File: src/rtl/uart_tx_core.sv
// uart_tx_core: UART transmit engine with built-in transmit FIFO, bit-period
// timer and frame sequencer. Words are serialised LSB-first with a start bit,
// N data bits, optional parity and one or two stop bits.
//
// Ports:
//   clk, rst_n                 clock, asynchronous active-low reset
//   cfg_baud_div               clocks per bit (0 behaves as 1)
//   cfg_data_bits              data bits per frame (outside 5..DATA_W -> DATA_W)
//   cfg_parity_en/_odd         parity enable / odd select
//   cfg_stop2                  two stop bits when set
//   cfg_break                  hold line low while idle
//   tx_enable                  permits new frames to start
//   wr_valid/wr_data/wr_ready  FIFO write port
//   tx                         registered serial output
//   busy                       frame in progress
//   fifo_level/_empty/_full    FIFO status
//
// state  | meaning
// -------+------------------------------------------------
// IDLE   | line idle (1, or 0 while break requested)
// START  | start bit (0)
// DATA   | data bits, LSB first from shift register
// PARITY | parity bit
// STOP   | one or two stop bits (1)
module uart_tx_core #(
  parameter int DATA_W     = 8,
  parameter int FIFO_DEPTH = 8,
  parameter int BAUD_W     = 32
) (
  input  logic                          clk,
  input  logic                          rst_n,
  input  logic [BAUD_W-1:0]             cfg_baud_div,
  input  logic [4:0]                    cfg_data_bits,
  input  logic                          cfg_parity_en,
  input  logic                          cfg_parity_odd,
  input  logic                          cfg_stop2,
  input  logic                          cfg_break,
  input  logic                          tx_enable,
  input  logic                          wr_valid,
  input  logic [DATA_W-1:0]             wr_data,
  output logic                          wr_ready,
  output logic                          tx,
  output logic                          busy,
  output logic [$clog2(FIFO_DEPTH):0]   fifo_level,
  output logic                          fifo_empty,
  output logic                          fifo_full
);

  localparam int AW = $clog2(FIFO_DEPTH);
  localparam int LW = AW + 1;

  typedef enum logic [2:0] {ST_IDLE, ST_START, ST_DATA, ST_PARITY, ST_STOP} state_t;

  logic [DATA_W-1:0] mem [FIFO_DEPTH];
  logic [AW-1:0]     wr_ptr, rd_ptr;
  logic [LW-1:0]     level;
  logic              push, pop;

  state_t            state;
  logic [DATA_W-1:0] shreg;
  logic [4:0]        n_q, data_idx;
  logic              par_en_q, par_bit_q, stop2_q, stop_idx;
  logic [BAUD_W-1:0] div_q, bit_cnt;

  logic [4:0]        eff_n;
  logic [DATA_W-1:0] mask, rd_word;
  logic [BAUD_W-1:0] div_eff;
  logic              bit_end, last_data, last_stop, start_ok;

  // Flags come straight from the registered level, so a full FIFO refuses a
  // write even if a pop happens in the same cycle.
  assign fifo_level = level;
  assign fifo_empty = (level == '0);
  assign fifo_full  = (level == LW'(FIFO_DEPTH));
  assign wr_ready   = !fifo_full;
  assign push       = wr_valid && wr_ready;
  assign busy       = (state != ST_IDLE);

  always_ff @(posedge clk) begin
    if (push) mem[wr_ptr] <= wr_data;
  end

  always_ff @(posedge clk or negedge rst_n) begin
    if (!rst_n) begin
      wr_ptr <= '0;
      rd_ptr <= '0;
      level  <= '0;
    end else begin
      if (push) wr_ptr <= wr_ptr + AW'(1);
      if (pop)  rd_ptr <= rd_ptr + AW'(1);
      case ({push, pop})
        2'b10:   level <= level + LW'(1);
        2'b01:   level <= level - LW'(1);
        default: level <= level;
      endcase
    end
  end

  always_comb begin
    eff_n = cfg_data_bits;
    if (cfg_data_bits < 5'd5 || cfg_data_bits > 5'(DATA_W)) eff_n = 5'(DATA_W);
    mask = '0;
    for (int i = 0; i < DATA_W; i++) mask[i] = (i < int'(eff_n));
  end

  assign rd_word   = mem[rd_ptr] & mask;
  assign div_eff   = (cfg_baud_div == '0) ? BAUD_W'(1) : cfg_baud_div;
  assign bit_end   = (bit_cnt == div_q - BAUD_W'(1));
  assign last_data = (data_idx == n_q - 5'd1);
  assign last_stop = (stop_idx == stop2_q);
  assign start_ok  = tx_enable && !fifo_empty && !cfg_break;

  // A pop is also the START entry, both from IDLE and back-to-back at the end
  // of the final stop bit.
  assign pop = start_ok &&
               ((state == ST_IDLE) || (state == ST_STOP && bit_end && last_stop));

  always_ff @(posedge clk or negedge rst_n) begin
    if (!rst_n) begin
      state     <= ST_IDLE;
      tx        <= 1'b1;
      shreg     <= '0;
      n_q       <= 5'(DATA_W);
      par_en_q  <= 1'b0;
      par_bit_q <= 1'b0;
      stop2_q   <= 1'b0;
      stop_idx  <= 1'b0;
      data_idx  <= '0;
      div_q     <= BAUD_W'(1);
      bit_cnt   <= '0;
    end else if (pop) begin
      // Frame configuration is captured here and held for the whole frame.
      state     <= ST_START;
      tx        <= 1'b0;
      shreg     <= rd_word;
      n_q       <= eff_n;
      par_en_q  <= cfg_parity_en;
      par_bit_q <= (^rd_word) ^ cfg_parity_odd;
      stop2_q   <= cfg_stop2;
      stop_idx  <= 1'b0;
      data_idx  <= '0;
      div_q     <= div_eff;
      bit_cnt   <= '0;
    end else begin
      case (state)
        ST_IDLE: begin
          tx <= !cfg_break;
        end
        ST_START: begin
          if (bit_end) begin
            state    <= ST_DATA;
            tx       <= shreg[0];
            data_idx <= '0;
            bit_cnt  <= '0;
          end else begin
            bit_cnt <= bit_cnt + BAUD_W'(1);
          end
        end
        ST_DATA: begin
          if (bit_end) begin
            bit_cnt <= '0;
            if (last_data) begin
              if (par_en_q) begin
                state <= ST_PARITY;
                tx    <= par_bit_q;
              end else begin
                state    <= ST_STOP;
                tx       <= 1'b1;
                stop_idx <= 1'b0;
              end
            end else begin
              shreg    <= shreg >> 1;
              tx       <= shreg[1];
              data_idx <= data_idx + 5'd1;
            end
          end else begin
            bit_cnt <= bit_cnt + BAUD_W'(1);
          end
        end
        ST_PARITY: begin
          if (bit_end) begin
            state    <= ST_STOP;
            tx       <= 1'b1;
            stop_idx <= 1'b0;
            bit_cnt  <= '0;
          end else begin
            bit_cnt <= bit_cnt + BAUD_W'(1);
          end
        end
        ST_STOP: begin
          if (bit_end) begin
            bit_cnt <= '0;
            if (last_stop) begin
              state <= ST_IDLE;
              tx    <= !cfg_break;
            end else begin
              stop_idx <= 1'b1;
            end
          end else begin
            bit_cnt <= bit_cnt + BAUD_W'(1);
          end
        end
        default: begin
          state <= ST_IDLE;
          tx    <= 1'b1;
        end
      endcase
    end
  end

endmodule

File: config.mk
export PLATFORM = sky130hd
export DESIGN_NAME = uart_tx_core
export DESIGN_NICKNAME = d
export VERILOG_FILES = /design/src/rtl/uart_tx_core.sv
export SDC_FILE = /design/constraint.sdc
export NUM_CORES = 1
export LEC_CHECK = 0
export ABC_CLOCK_PERIOD_IN_PS = 11400
export CAP_MARGIN = 20
export CORE_MARGIN = 8
export CORE_UTILIZATION = 53
export DETAILED_ROUTE_END_ITERATION = 10
export PLACE_DENSITY = 0.77
export SLEW_MARGIN = 20
export SYNTH_ARGS = -nofsm -noshare
export SYNTH_HDL_FRONTEND = slang
export SYNTH_SLANG_ARGS = --single-unit
export TNS_END_PERCENT = 100
File: constraint.sdc
create_clock -name clk -period 11.4 [get_ports clk]
set_input_delay 2.85 -clock clk [delete_from_list [all_inputs] [get_ports clk]]
set_output_delay 2.85 -clock clk [all_outputs]
set_load 0.02 [all_outputs]
==> flow_summary.toml <==
[timing]
setup_slack_ns = 5.481
holdWs_ns = 0.4851
max-slew-margin-rel_pct = 38.66
hold_viol_final = 0
period_share_pct = 51.92
finalSetupViolations = 0
maxSlewViolCount = 0
fin_setup_tns_ns = 0
worstMarginPinSlew_ns = 0.9201
finalCriticalPeriod_ns = 5.919
rsz0062_at_grt = "false"
fmax_ghz = 0.1689
clock_skew_ns = 0.01148

[critical_path]
crit_type = "in -> reg"
timing.critical_path.to_type = "register"
crit_path_max_fanout = 62
crit_required_ns = 11.72
r2r-start = "div_q[4]"
critPathSlowestCell = "or3b_2"
cp_data_arrival_time_ns = 6.24
crit_path_frequent_cell = "xor2_1"
cp_cell_sequence = "clkdlybuf4s50_1, or3b_2, or3_1, o31a_2, buf_4, inv_1, ha_1, xor2_1, ha_1, a21oi_1, xor2_1, nor2_1, xor2_1"
startpoint = "cfg_break"
cp_slowest_stage_delay_ns = 0.52
critPathLaunchType = "primary input"

[flow_run]
maxCapViolCount = 0

[yosys]
ys_seq_area_share_pct = 51.35
synth-seq-cells = 164
synthesis.instances = 754
synthFlopType = "dfrtp_1"
synthesis.nets = 816
syn-cell-area_mm2 = 0.008623
synth_warnings = 0
synth_edf_count = 64
yosys.cell_types.count = 64
async_reset_ff_share_pct = 60.98
syn_avg_cell_area_um2 = 11.44

[global_route]
grt_max_degree = 73
grt.total_usage_pct = 20.41
grt_pass1_wl_mm = 32.72
grt_pass1_vias = 6422
antenna_found_initial = 0
grt_overflow = 0

[detailed_routing]
drc = 0
first_pass_iters = 5
via_per_inst = 5.963
drt_iter0_drc = 337
drtAntennaViolNets = 0
routed_wl_mm = 19.74
vias = 6190
wl_per_cell_um = 19.02

[floorplanning]
num_rows = 46
fp.dieW_um = 143.6
dieArea_mm2 = 0.02061
core_mm2 = 0.01589
die_h_um = 143.6
ios = 62
start_util_pct = 54.28

[placed_design]
io_buffers = 61
post-place-ws_ns = 5.035
gp_congestion = 0.8602
place_hpwl_mm = 14.00

[pwr]
p_leak_nw = 3.925
finalPower_mw = 2.360
vdd_drop_max_mv = 0.1517
p_per_area_mw_per_mm2 = 235.5

[clock_network]
clk_latency_ns = 0.44
cts_made_buffers = 17
cts_buffer_depth = 2
cts_resized = 0
cts_tree = "done"
clkTransAtPathRegs_ns = 0.07
cts_hold_buffers = 0
root_buffer = "clkbuf_16"
post_cts_buffers = 0
cts_sinks = 164
htreeDepth = 4

[layout]
seq_area_mm2 = 0.004429
n_fill_cell = 1249
multiInputGateArea_mm2 = 0.003993
drive_above_1_share_pct = 10.46
final_common_cell = "dfrtp_1"
antenna_cells = 0
nNetsFinal = 871
syn2layout_area_growth_pct = 16.22
final_cell_mix = "96 x dfrtp_1, 64 x edfxtp_1, 60 x clkdlybuf4s50_1"

[worst_hold_path]
hp-start = "par_bit_q"
min_path_type = "reg -> reg"

[status]
outcome = "complete, no violations"
Yosys cell counts, types with 5 or more instances:
library cell,number,area (µm²)
nand4_1,14,87.58
or3_1,8,50.05
mux2_2,13,146.4
and3_1,15,93.84
or2_2,6,37.54
xnor2_1,43,376.6
nand2b_1,9,56.30
inv_1,17,63.81
a211oi_1,6,45.04
dfrtp_1,97,2427
ha_1,9,112.6
clkbuf_1,14,52.55
o21ai_0,19,95.09
edfxtp_1,64,1922
a21oi_1,26,130.1
nor2_1,58,217.7
xor2_1,43,376.6
nand3_1,21,105.1
mux2_1,25,281.5
nand2_1,47,176.4
and2_1,5,31.28
o21ai_1,7,35.03
mux2i_1,26,260.3
a31oi_1,9,56.30
nor4_1,20,125.1
buf_2,13,65.06
or4_1,7,52.55
nor3_1,21,105.1
mux4_2,16,360.4
cell type report:
cell class | instances | area share, %
flip-flops and latches | 164 | 44.19
clock inverters | 15 | 1.835
repair buffers | 67 | 6.517
multi-input cells | 541 | 39.84
well taps | 216 | 2.697
inverters | 18 | 0.6742
clock buffers | 17 | 4.245
layer usage:
metal / part of all wire (%) / global-route usage, % / vias up
li1: - / - / 2895
met1: 40 / 23.27 / 3102
met5: 0 / 0 / -
met2: 53 / 36.18 / 154
met3: 4.6 / 4.745 / 39
met4: 2.5 / 8.412 / 0
cells by family after synthesis:
family / synth area share [%]
AOI/OAI and AO/OA: 7.734
xor gates and xnor gates: 8.735
adders and majority gates: 1.306
buffers and inverters: 2.365
DFF: 51.35
muxes: 12.16
and+or+nand+nor: 16.35
power breakdown:
group	switching (mW)	leakage, nW	internal, mW
clock network	0.283	0.298	0.300
registers	0.218	1.84	0.769
logic	0.393	1.78	0.397
total	0.893	3.93	1.47
registers in the layout, indices dropped and copies added (netlist names):
register and flops:
mem 64, bit_cnt 32, div_q 32, shreg 8, data_idx 5, n_q 5, fifo_level 4, rd_ptr 3
state 3, wr_ptr 3, par_bit_q 1, par_en_q 1, stop2_q 1, stop_idx 1, tx 1
through the flow:
step,cell area (µm²),utilization [%],std cells
global route,10020,63.09,1038
global placement,9412,59.25,1006
finish,10020,63.09,1038
floorplan,8623,-,754
detailed placement,9412,59.25,1006
CTS,10020,63.08,1038
worst max-delay path: cells and delay by family:
kind	cells	cell delay, ns
and+or+nand+nor	3	0.96
adders and majority gates	2	0.48
AOI/OAI and AO/OA	2	0.49
xor gates and xnor gates	3	0.42
buffers and inverters	3	1.04
final timing paths:
kind / end / slack, ns / cells past startpoint
setup / recovery: fifo_level[2] / 5.48 / 13
hold / removal: par_bit_q / 0.49 / 2
setup reg to reg: fifo_level[2] / 6.14 / 16
hold reg to reg: par_bit_q / 0.49 / 2
max in group asynchronous: rd_ptr[0] / 7.78 / 2
min in group asynchronous: div_q[3] / 2.32 / 1
No activity file was read; power rests on OpenSTA's default activity.
